$ cat src/rtl/i2s_sample_tx.sv
// i2s_sample_tx: mono sample FIFO feeding a stereo I2S serialiser.
// Each accepted sample is sent in both the left and the right slot of one frame.
// frame_strobe pulses at every frame start and paces the upstream mixer.
// Compile-time option: define I2S_LEFT_JUSTIFIED_EN for left-justified output
// (no one-BCLK data delay). Without it, the output is standard I2S.
// Handshake: a sample is taken on any clk edge where sample_valid && sample_ready.
module i2s_sample_tx #(
    parameter int CLK_DIV    = 16,
    parameter int SAMPLE_W   = 16,
    parameter int FIFO_DEPTH = 4
) (
    input  logic                clk,
    input  logic                rst_n,
    input  logic [SAMPLE_W-1:0] sample_in,
    input  logic                sample_valid,
    output logic                sample_ready,
    input  logic                underrun_clr,
    output logic                bclk,
    output logic                lrclk,
    output logic                sdata,
    output logic                frame_strobe,
    output logic                underrun
);

    localparam int FRAME_BITS = 2 * SAMPLE_W;
    localparam int DIV_W      = $clog2(CLK_DIV);
    localparam int BIT_W      = $clog2(FRAME_BITS);
    localparam int PTR_W      = $clog2(FIFO_DEPTH);
    localparam int CNT_W      = $clog2(FIFO_DEPTH + 1);

    localparam logic [DIV_W-1:0] DIV_LAST  = DIV_W'(CLK_DIV - 1);
    localparam logic [BIT_W-1:0] BIT_LAST  = BIT_W'(FRAME_BITS - 1);
    localparam logic [BIT_W-1:0] BIT_RIGHT = BIT_W'(SAMPLE_W);
    localparam logic [CNT_W-1:0] CNT_FULL  = CNT_W'(FIFO_DEPTH);

    // Bit-clock divider state
    logic [DIV_W-1:0] div_cnt_q, div_cnt_d;
    logic             bclk_q, bclk_d;

    // Frame / serialiser state
    logic [BIT_W-1:0]      bit_cnt_q, bit_cnt_d;
    logic                  lrclk_q, lrclk_d;
    logic                  sdata_q, sdata_d;
    logic                  strobe_q, strobe_d;
    logic                  underrun_q, underrun_d;
    logic [SAMPLE_W-1:0]   hold_q, hold_d;
    logic [FRAME_BITS-1:0] shift_q, shift_d;

    // Sample FIFO state
    logic [SAMPLE_W-1:0] mem_q [FIFO_DEPTH];
    logic [PTR_W-1:0]    wr_ptr_q, wr_ptr_d;
    logic [PTR_W-1:0]    rd_ptr_q, rd_ptr_d;
    logic [CNT_W-1:0]    count_q, count_d;

    logic div_wrap;
    logic fall;
    logic frame_start;
    logic fifo_empty;
    logic push;
    logic pop;

    assign div_wrap    = (div_cnt_q == DIV_LAST);
    assign fall        = div_wrap && bclk_q;
    assign frame_start = fall && (bit_cnt_q == BIT_LAST);
    assign fifo_empty  = (count_q == '0);
    assign push        = sample_valid && sample_ready;
    assign pop         = frame_start && !fifo_empty;

    // Divider: toggle bclk every CLK_DIV clk cycles
    always_comb begin
        div_cnt_d = div_cnt_q + DIV_W'(1);
        bclk_d    = bclk_q;
        if (div_wrap) begin
            div_cnt_d = '0;
            bclk_d    = ~bclk_q;
        end
    end

    // FIFO pointers and occupancy; a full FIFO refuses pushes even on a pop cycle
    always_comb begin
        wr_ptr_d = push ? wr_ptr_q + PTR_W'(1) : wr_ptr_q;
        rd_ptr_d = pop  ? rd_ptr_q + PTR_W'(1) : rd_ptr_q;
        count_d  = count_q;
        if (push && !pop) begin
            count_d = count_q + CNT_W'(1);
        end else if (!push && pop) begin
            count_d = count_q - CNT_W'(1);
        end
    end

    // Serialiser: all frame state advances on bclk falls
    always_comb begin
        bit_cnt_d = bit_cnt_q;
        lrclk_d   = lrclk_q;
        sdata_d   = sdata_q;
        strobe_d  = 1'b0;
        hold_d    = hold_q;
        shift_d   = shift_q;
        if (fall) begin
            bit_cnt_d = frame_start ? '0 : bit_cnt_q + BIT_W'(1);
            lrclk_d   = (bit_cnt_d >= BIT_RIGHT);
            if (frame_start) begin
                strobe_d = 1'b1;
                // An empty FIFO leaves hold_q alone so the last sample repeats
                if (pop) begin
                    hold_d = mem_q[rd_ptr_q];
                end
                shift_d = {hold_d, hold_d};
            end else begin
                shift_d = {shift_q[FRAME_BITS-2:0], 1'b0};
            end
`ifdef I2S_LEFT_JUSTIFIED_EN
            // Bit k of the frame goes out in period k
            sdata_d = shift_d[FRAME_BITS-1];
`else
            // Bit k-1 goes out in period k; period 0 finishes the previous frame
            sdata_d = shift_q[FRAME_BITS-1];
`endif
        end
    end

    // Sticky underrun; a new empty frame start overrides a clear in the same cycle
    always_comb begin
        underrun_d = underrun_q;
        if (frame_start && fifo_empty) begin
            underrun_d = 1'b1;
        end else if (underrun_clr) begin
            underrun_d = 1'b0;
        end
    end

    // State registers; reset abandons any frame in flight and empties the FIFO
    always_ff @(posedge clk or negedge rst_n) begin
        if (!rst_n) begin
            div_cnt_q  <= '0;
            bclk_q     <= 1'b0;
            bit_cnt_q  <= BIT_LAST;
            lrclk_q    <= 1'b0;
            sdata_q    <= 1'b0;
            strobe_q   <= 1'b0;
            underrun_q <= 1'b0;
            hold_q     <= '0;
            shift_q    <= '0;
            wr_ptr_q   <= '0;
            rd_ptr_q   <= '0;
            count_q    <= '0;
        end else begin
            div_cnt_q  <= div_cnt_d;
            bclk_q     <= bclk_d;
            bit_cnt_q  <= bit_cnt_d;
            lrclk_q    <= lrclk_d;
            sdata_q    <= sdata_d;
            strobe_q   <= strobe_d;
            underrun_q <= underrun_d;
            hold_q     <= hold_d;
            shift_q    <= shift_d;
            wr_ptr_q   <= wr_ptr_d;
            rd_ptr_q   <= rd_ptr_d;
            count_q    <= count_d;
        end
    end

    // FIFO storage; validity is tracked by count_q so no reset is needed
    always_ff @(posedge clk) begin
        if (push) begin
            mem_q[wr_ptr_q] <= sample_in;
        end
    end

    assign sample_ready = (count_q != CNT_FULL);
    assign bclk         = bclk_q;
    assign lrclk        = lrclk_q;
    assign sdata        = sdata_q;
    assign frame_strobe = strobe_q;
    assign underrun     = underrun_q;

endmodule

$ cat config.mk
export PLATFORM = sky130hd
export DESIGN_NAME = i2s_sample_tx
export DESIGN_NICKNAME = d
export VERILOG_FILES = /design/src/rtl/i2s_sample_tx.sv
export SDC_FILE = /design/constraint.sdc
export NUM_CORES = 1
export LEC_CHECK = 0
export ABC_CLOCK_PERIOD_IN_PS = 5610
export CAP_MARGIN = 5
export CORE_UTILIZATION = 35
export DETAILED_ROUTE_END_ITERATION = 7
export PLACE_DENSITY = 0.58
export SLEW_MARGIN = 20
export SYNTH_ARGS = -nofsm -noshare
export SYNTH_HDL_FRONTEND = slang
export SYNTH_SLANG_ARGS = --single-unit
$ cat constraint.sdc
create_clock -name clk -period 5.61 [get_ports clk]
set_input_delay 1.122 -clock clk [delete_from_list [all_inputs] [get_ports clk]]
set_output_delay 1.122 -clock clk [all_outputs]
set_load 0.005 [all_outputs]
==> impl_results.md, run 1 <==
- Status: complete, no violations
- Post-place instance area: approximately 0.0061 mm2
- Post-synth top area cell: edfxtp_1
- CP Capture Type: flop
- MaxCap Viol Count: 0
- Endpoint of the worst-slack reg-to-reg timing path: count_q[1]
- Proportion of synthesized chip area in sequential cells: 0.642
- Overflow after GRT: 0
- Worst slack at placement: approximately 2.3 ns
- Footprint of the multi-input gates: between 0.0015 and 0.002 mm2
- Data required time of the worst path: around 5.9 ns
- Worst flop-to-flop path startpoint: bit_cnt_q[0]
- Pin slew with the least headroom to its limit: between 0.9 and 1 ns
- Starting utilization of the core area: 0.358
- Num CTS Buffers: 17
- Die extent in x: roughly 130 um
- Number of distinct standard cells referenced by the synthesized netlist: 40
- Total placed cells including tap cells: 607
- Syn avg cell area: 14.5 um2
- Register area: 0.00366 mm2
- Power per Cell Area: 383 mW/mm2
- Maximum fanout along the worst path: 38
- Total count of hold-check failures in the final report: 0
- Worst hold path class: reg -> reg
- Number of nets in the finished design: approximately 440
- Wirelength, routed: around 11 mm
- Data arrival time of the worst path: 3.48 ns
- Root buffer cell: clkbuf_16
- Synth top area share: 0.338
- Flop pwr share: 0.487
- Length in cells of the worst reg-to-reg path: 9
- Total internal power: ~1.9 mW
- Largest voltage drop on the vdd net: ~230 uV
- Final critical delay including setup and external delays: ~3.2 ns
- Total nets after synthesis: around 420
- Violation count after the first detailed-routing iteration: ~180
- Via total after detailed routing: 3262
- Buffer count from post-CTS setup fixing: 0
- H-tree levels: 4
- Number of instances in the synthesized netlist: a little under 400
- Overall fraction of global-route tracks in use: 0.142
- Most utilized layer in the global route result: met2
- Via count of the first global-routing pass: ~3300
- Ant diodes: 0
- Met2 track utilization from global routing: 0.217
- IO Pins: 26
- Residual DRC: 0
- Most area-consuming cells after synthesis: edfxtp_1 34%, dfrtp_1 28%, nor3_1 5.4%, mux4_1 4.2%, a2111oi_2 4.0%
- Synthesized area: between 0.005 and 0.006 mm2
- Final critical-path share of the clock period: 0.567
- Global-route wire length before repair: around 18 mm
- Filler instances: between 1000 and 1500
- Maximum frequency from static timing analysis: roughly 0.31 GHz
- Clock slew at the register clock pins of the worst setup and hold paths: roughly 0.060 ns
- Final critical-path setup slack: 2.43 ns
- Worst hold endpoint: sdata
- Routability congestion estimate from global placement: around 0.7
- CP startpoint kind: flop
- Post-CTS Hold Buffers: 0
- Switching power summed over all nets: between 0.6 and 0.7 mW
- Non-filler cells, final: 639
- Pin count of the biggest net entering global routing: 70
- Switching fraction of total power: 0.270
- Worst relative slew slack: 0.342
- Clock latency of the later-clocked register in the worst-skew pair: roughly 0.41 ns
- Remaining antenna violation count: 0
- Synthesized flop and latch total: between 100 and 150
- Instance count along the most critical hold path: 2
- Leading cell types in the layout, fill and taps excluded: 64 x edfxtp_1, 63 x dfrtp_1, 61 x nor3_1
- Power share of the combinational group: 0.096
- Static leakage power: 2.48 nW
- Primary flip-flop cell chosen by synthesis mapping: edfxtp_1
- Average vias per placed instance: approximately 5.1
- CTS resizes: 0
- Detailed placement HPWL: between 6 and 7 mm
- Global-route track usage on met1: 0.197
- Placeable core area: approximately 0.016 mm2
- Reg2reg setup slack: between 2 and 2.5 ns
- Proportion of power drawn by the clock network: 0.417
- Total power draw: 2.55 mW
- Count of flip-flops with a built-in enable after synthesis: 64
- Setup skew after layout: 0.0120 ns
- Post-synthesis async set-or-reset flop share: 0.519
- Share of the core filled with cells: 0.418
- Setup total negative slack: 0 ns
- Met3 Resource Use GR: 0.0310
- Start point of the worst min-delay path: shift_q[31]
- Layout-stage area growth over the synthesis result: 16.8%
- CTS tree: yes
- Overall die height: 130 um
- TritonRoute pass-1 iters: 6
- Detail-routed net length per standard cell: approximately 17 um
- Warnings from Yosys: 0
- PortBufs: 25
- Final hold slack: 0.477 ns
- Unrepaired setup endpoints after global routing: no
- Critical path class: reg -> reg
- Number of antenna violations at the first check in global routing: 0
- Final setup violation count: 0
- Number of rows created at floorplan: 46
- Layout cells sized above 1: 0.201
- Commonest non-fill, non-tap cell in the layout: edfxtp_1
- Number of sinks handled by clock tree synthesis: 133
- Post-route cell area: between 0.006 and 0.007 mm2
- Largest buffer count on any clock path: 2
- Die outline area: between 0.015 and 0.02 mm2
- Count of pins over their slew limit: 0
==> power by group through the flow <==
| stage | Sequential (mW) | Combinational (mW) | Clock (mW) |
|---|---|---|---|
| final | 1.24 | 0.245 | 1.06 |
| after CTS | 1.24 | 0.253 | 1.08 |
| after floorplan | 1.19 | 0.229 | 0 |
| after global routing | 1.26 | 0.275 | 1.13 |
| after global placement | 1.25 | 0.244 | 0 |
| after detailed placement | 1.26 | 0.252 | 0 |
==> logic make-up (layout without fill, tap and decap cells) <==
kind of cell	count (synthesis)	after routing	synth area share
DFF	133	133	0.642
xor gates and xnor gates	8	8	0.0123
adders and majority gates	9	9	0.0211
AOI/OAI and AO/OA	34	34	0.0613
and+or+nand+nor	138	138	0.126
muxes	34	34	0.105
buffers and inverters	36	67	0.0328
==> how the worst max path moves through the flow <==
stage,depth (start not counted),startpoint,endpoint
after floorplan,10,bit_cnt_q[0],count_q[1]
after global placement,8,sample_valid,count_q[2]
after detailed placement,3,sample_valid,mem_q[0][7]
after CTS,9,bit_cnt_q[0],count_q[1]
after global routing,9,bit_cnt_q[0],count_q[1]
final,9,bit_cnt_q[0],count_q[1]
==> routing by layer <==
layer	vias to the layer above	part of all wire
met4	0	0.0094
li1	1536	-
met5	-	0
met2	68	0.48
met1	1650	0.48
met3	8	0.033
==> critical path, cell delays in order (launching register included) <==
cell	delay, ns
dfstp_2	0.56
ha_1	0.19
and3_1	0.17
ha_1	0.14
buf_4	0.35
nand3_2	0.50
ha_1	0.41
inv_1	0.08
fa_1	0.41
mux2_2	0.27
==> sequential cells by signal (all words and copies together), names as in the netlist, 2 cells and up <==
register,flops
mem_q,64
shift_q,32
hold_q,16
bit_cnt_q,5
div_cnt_q,4
count_q,3
rd_ptr_q,2
wr_ptr_q,2
==> area by class of cell <==
type,count,share of cell area
tap,216,0.0407
sequential,133,0.550
multi-input combinational,223,0.278
clock inverter,14,0.0215
clock buffer,18,0.0646
inverter,6,0.00339
timing repair buffer,29,0.0414
==> Yosys cell counts, types with 2 or more instances <==
cell,number
dfrtp_1,64
dfstp_2,5
buf_6,3
a31oi_1,2
nand2_1,10
nor2_1,36
a211oi_1,2
nor4b_1,15
clkbuf_1,12
nor3_1,61
a21oi_1,3
a22o_1,2
buf_2,9
xnor2_1,5
a2111oi_2,15
ha_1,8
inv_1,6
mux2_2,17
mux4_1,9
nand3_1,4
xor2_1,3
buf_1,4
mux4_2,7
nand4_1,3
and2_1,4
o21ai_0,6
edfxtp_1,64
Power figures use the tool's default switching activity.
==> inputs of run 2 (changes only) <==
--- a/config.mk
+++ b/config.mk
@@ -5,11 +5,11 @@
 export SDC_FILE = /design/constraint.sdc
 export NUM_CORES = 1
 export LEC_CHECK = 0
-export ABC_CLOCK_PERIOD_IN_PS = 5610
+export ABC_CLOCK_PERIOD_IN_PS = 2600
 export CAP_MARGIN = 5
 export CORE_UTILIZATION = 35
 export DETAILED_ROUTE_END_ITERATION = 7
-export PLACE_DENSITY = 0.58
+export PLACE_DENSITY = 0.6
 export SLEW_MARGIN = 20
 export SYNTH_ARGS = -nofsm -noshare
 export SYNTH_HDL_FRONTEND = slang
==> constraint.sdc (replaced) <==
create_clock -name clk -period 2.6 [get_ports clk]
set_input_delay 0.52 -clock clk [delete_from_list [all_inputs] [get_ports clk]]
set_output_delay 0.52 -clock clk [all_outputs]
set_load 0.005 [all_outputs]
==> run 2 against run 1 <==
Via count rose by 2.1%. Utilization increased by 1.0 points. Die area stayed put.
==> impl_results.md, run 2 (synthesis gave the netlist of run 1 again) <==
- Status: complete, no violations
- Worst relative slew slack: 0.659 (+0.317)
- CTS resizes: 0 (unchanged)
- Count of pins over their slew limit: 0 (unchanged)
- Violation count after the first detailed-routing iteration: 204 (+16%)
- Buffer count from post-CTS setup fixing: 0 (unchanged)
- CP Capture Type: flop
- Worst hold path class: in -> async
- Overall die height: 130 um (unchanged)
- CTS tree: yes
- Leading cell types in the layout, fill and taps excluded: 64 x dfrtp_1, 64 x edfxtp_1, 61 x nor3_1
- Unrepaired setup endpoints after global routing: no
- Cell mode on critical path: ha_1
- Num CTS Buffers: 17 (unchanged)
- Layout-stage area growth over the synthesis result: 19.7%
- Layout cells sized above 1: 0.221 (+0.0200)
- Largest registers: mem_q x64, shift_q x32, hold_q x16
- Maximum fanout along the worst path: 5 (-87%)
- Clock slew at the register clock pins of the worst setup and hold paths: 0.05 ns (about the same)
- TritonRoute pass-1 iters: 4 (-2)
- Power per Cell Area: 826 mW/mm2 (+120%)
- Ant diodes: 0 (unchanged)
- Setup total negative slack: 0 ns (unchanged)
- Placeable core area: 0.0159 mm2 (unchanged)
- Average vias per placed instance: 5.09 (-0.35%)
- Clock latency of the later-clocked register in the worst-skew pair: 0.41 ns (about the same)
- Residual DRC: 0 (unchanged)
- Detail-routed net length per standard cell: 15.8 um (-5.1%)
- Footprint of the multi-input gates: 0.00186 mm2 (+0.41%)
- Series of cell instances along the critical path: ha_1 -> and3_1 -> ha_1 -> nand3_4 -> ha_1 -> inv_1 -> fa_1 -> mux2_2
- MaxCap Viol Count: 0 (unchanged)
- Final hold slack: 0.0712 ns (-0.406 ns)
- Data arrival time of the worst path: 2.58 ns (-0.90 ns)
- PortBufs: 25 (unchanged)
- Number of rows created at floorplan: 46 (unchanged)
- Via total after detailed routing: 3332 (+2.1%)
- Register area: 0.00365 mm2 (about the same)
- Number of nets in the finished design: 455 (+3.6%)
- Detailed placement HPWL: 6.65 mm (+1.8%)
- Critical path class: reg -> reg
- Delay of the slowest cell on the worst path: 0.56 ns (about the same)
- H-tree levels: 4 (unchanged)
- IO Pins: 26 (unchanged)
- Maximum frequency from static timing analysis: 0.439 GHz (+40%)
- Overall fraction of global-route tracks in use: 0.140 (-0.00147)
- Final critical delay including setup and external delays: 2.28 ns (-0.904 ns)
- Overflow after GRT: 0 (unchanged)
- Total count of hold-check failures in the final report: 0 (unchanged)
- Via count of the first global-routing pass: 3430 (+3.3%)
- Starting utilization of the core area: 0.358 (unchanged)
- Largest buffer count on any clock path: 2 (unchanged)
- Post-CTS Hold Buffers: 0 (unchanged)
- Largest register FFs: 64 (unchanged)
- Master of the slowest instance on the critical path: dfstp_2
- Data required time of the worst path: 2.90 ns (-3.00 ns)
- Die outline area: 0.0168 mm2 (unchanged)
- Pin count of the biggest net entering global routing: 51 (-27%)
- Largest delay share family, worst path: adder cells
- Final critical-path share of the clock period: 0.877 (+0.309)
- Final setup violation count: 0 (unchanged)
- Root buffer cell: clkbuf_16
- Register with the highest flop count: mem_q
- Number of antenna violations at the first check in global routing: 0 (unchanged)
- CP startpoint kind: flop
- Remaining antenna violation count: 0 (unchanged)
- Largest voltage drop on the vdd net: 592 uV (+160%)
- Pin slew with the least headroom to its limit: 0.512 ns (-0.474 ns)
- Filler instances: 1461 (-1.3%)
- Setup skew after layout: 0.00574 ns (-0.00621 ns)
- Static leakage power: 2.57 nW (+3.8%)
- Critical path buffers and inverters: 1 (-1)
- Die extent in x: 130 um (unchanged)
- Number of sinks handled by clock tree synthesis: 133 (unchanged)
- Global-route wire length before repair: 17.6 mm (-0.82%)
- Routability congestion estimate from global placement: 0.706 (about the same)
- Wirelength, routed: 10.4 mm (-2.7%)
-- run 2: changes by cell type in the layout (fill, tap and decap cells not counted), sizes merged --
cell    previous run  this run
inv               13         6
clkbuf            18        21
clkinv             4         6
buf                5        21
bufinv             1         3
-- run 2: routing by layer --
| layer | share of wire | vias up | track usage |
|---|---|---|---|
| met5 | 0 | - | 0 |
| met4 | 0.013 | 0 | 0.0575 |
| met3 | 0.035 | 11 | 0.0413 |
| met2 | 0.48 | 65 | 0.223 |
| met1 | 0.47 | 1703 | 0.181 |
| li1 | - | 1553 | - |
-- run 2: cell type report --
cell class | instances | share of cell area
Inverter | 6 | 0.00331
Tap cell | 216 | 0.0397
Multi-Input combinational cell | 223 | 0.273
Sequential cell | 133 | 0.537
Timing Repair Buffer | 45 | 0.0617
Clock inverter | 11 | 0.0197
Clock buffer | 21 | 0.0661
-- run 2: power breakdown --
| part | switching (mW) | internal (mW) |
|---|---|---|
| combinational | 0.485 | 0.255 |
| sequential | 0.0583 | 2.48 |
| clock | 0.835 | 1.52 |
| total | 1.38 | 4.25 |
-- run 2: final timing paths --
kind                               from      endpoint  slack (ns)  cells after the start
setup reg to reg           bit_cnt_q[0]    count_q[1]        0.32                      8
hold reg to reg            bit_cnt_q[1]  bit_cnt_q[1]        0.48                      2
hold / removal                    rst_n   wr_ptr_q[1]        0.07                      1
min in group clk           bit_cnt_q[1]  bit_cnt_q[1]        0.48                      2
setup / recovery           bit_cnt_q[0]    count_q[1]        0.32                      8
max in group asynchronous         rst_n  bit_cnt_q[4]        1.84                      2
-- run 2: per-stage QoR --
step | cell area, um2 | utilization | cells | setup slack [ns] | power [mW]
floorplan | 5700 | - | 392 | 0.0181 | 3.06
global placement | 6230 | 0.392 | 623 | 0.306 | 3.30
detailed placement | 6230 | 0.392 | 623 | 0.251 | 3.34
CTS | 6810 | 0.429 | 655 | 0.301 | 5.70
global route | 6810 | 0.429 | 655 | 0.196 | 5.87
finish | 6810 | 0.429 | 655 | 0.321 | 5.63
==> inputs of run 3 (changes only) <==
--- a/config.mk
+++ b/config.mk
@@ -6,7 +6,7 @@
 export NUM_CORES = 1
 export LEC_CHECK = 0
 export ABC_CLOCK_PERIOD_IN_PS = 2600
-export CAP_MARGIN = 5
+export CAP_MARGIN = 20
 export CORE_UTILIZATION = 35
 export DETAILED_ROUTE_END_ITERATION = 7
 export PLACE_DENSITY = 0.6
==> results of run 3 <==
Same layout as run 2: the final DEF is identical, and so are final timing and power.
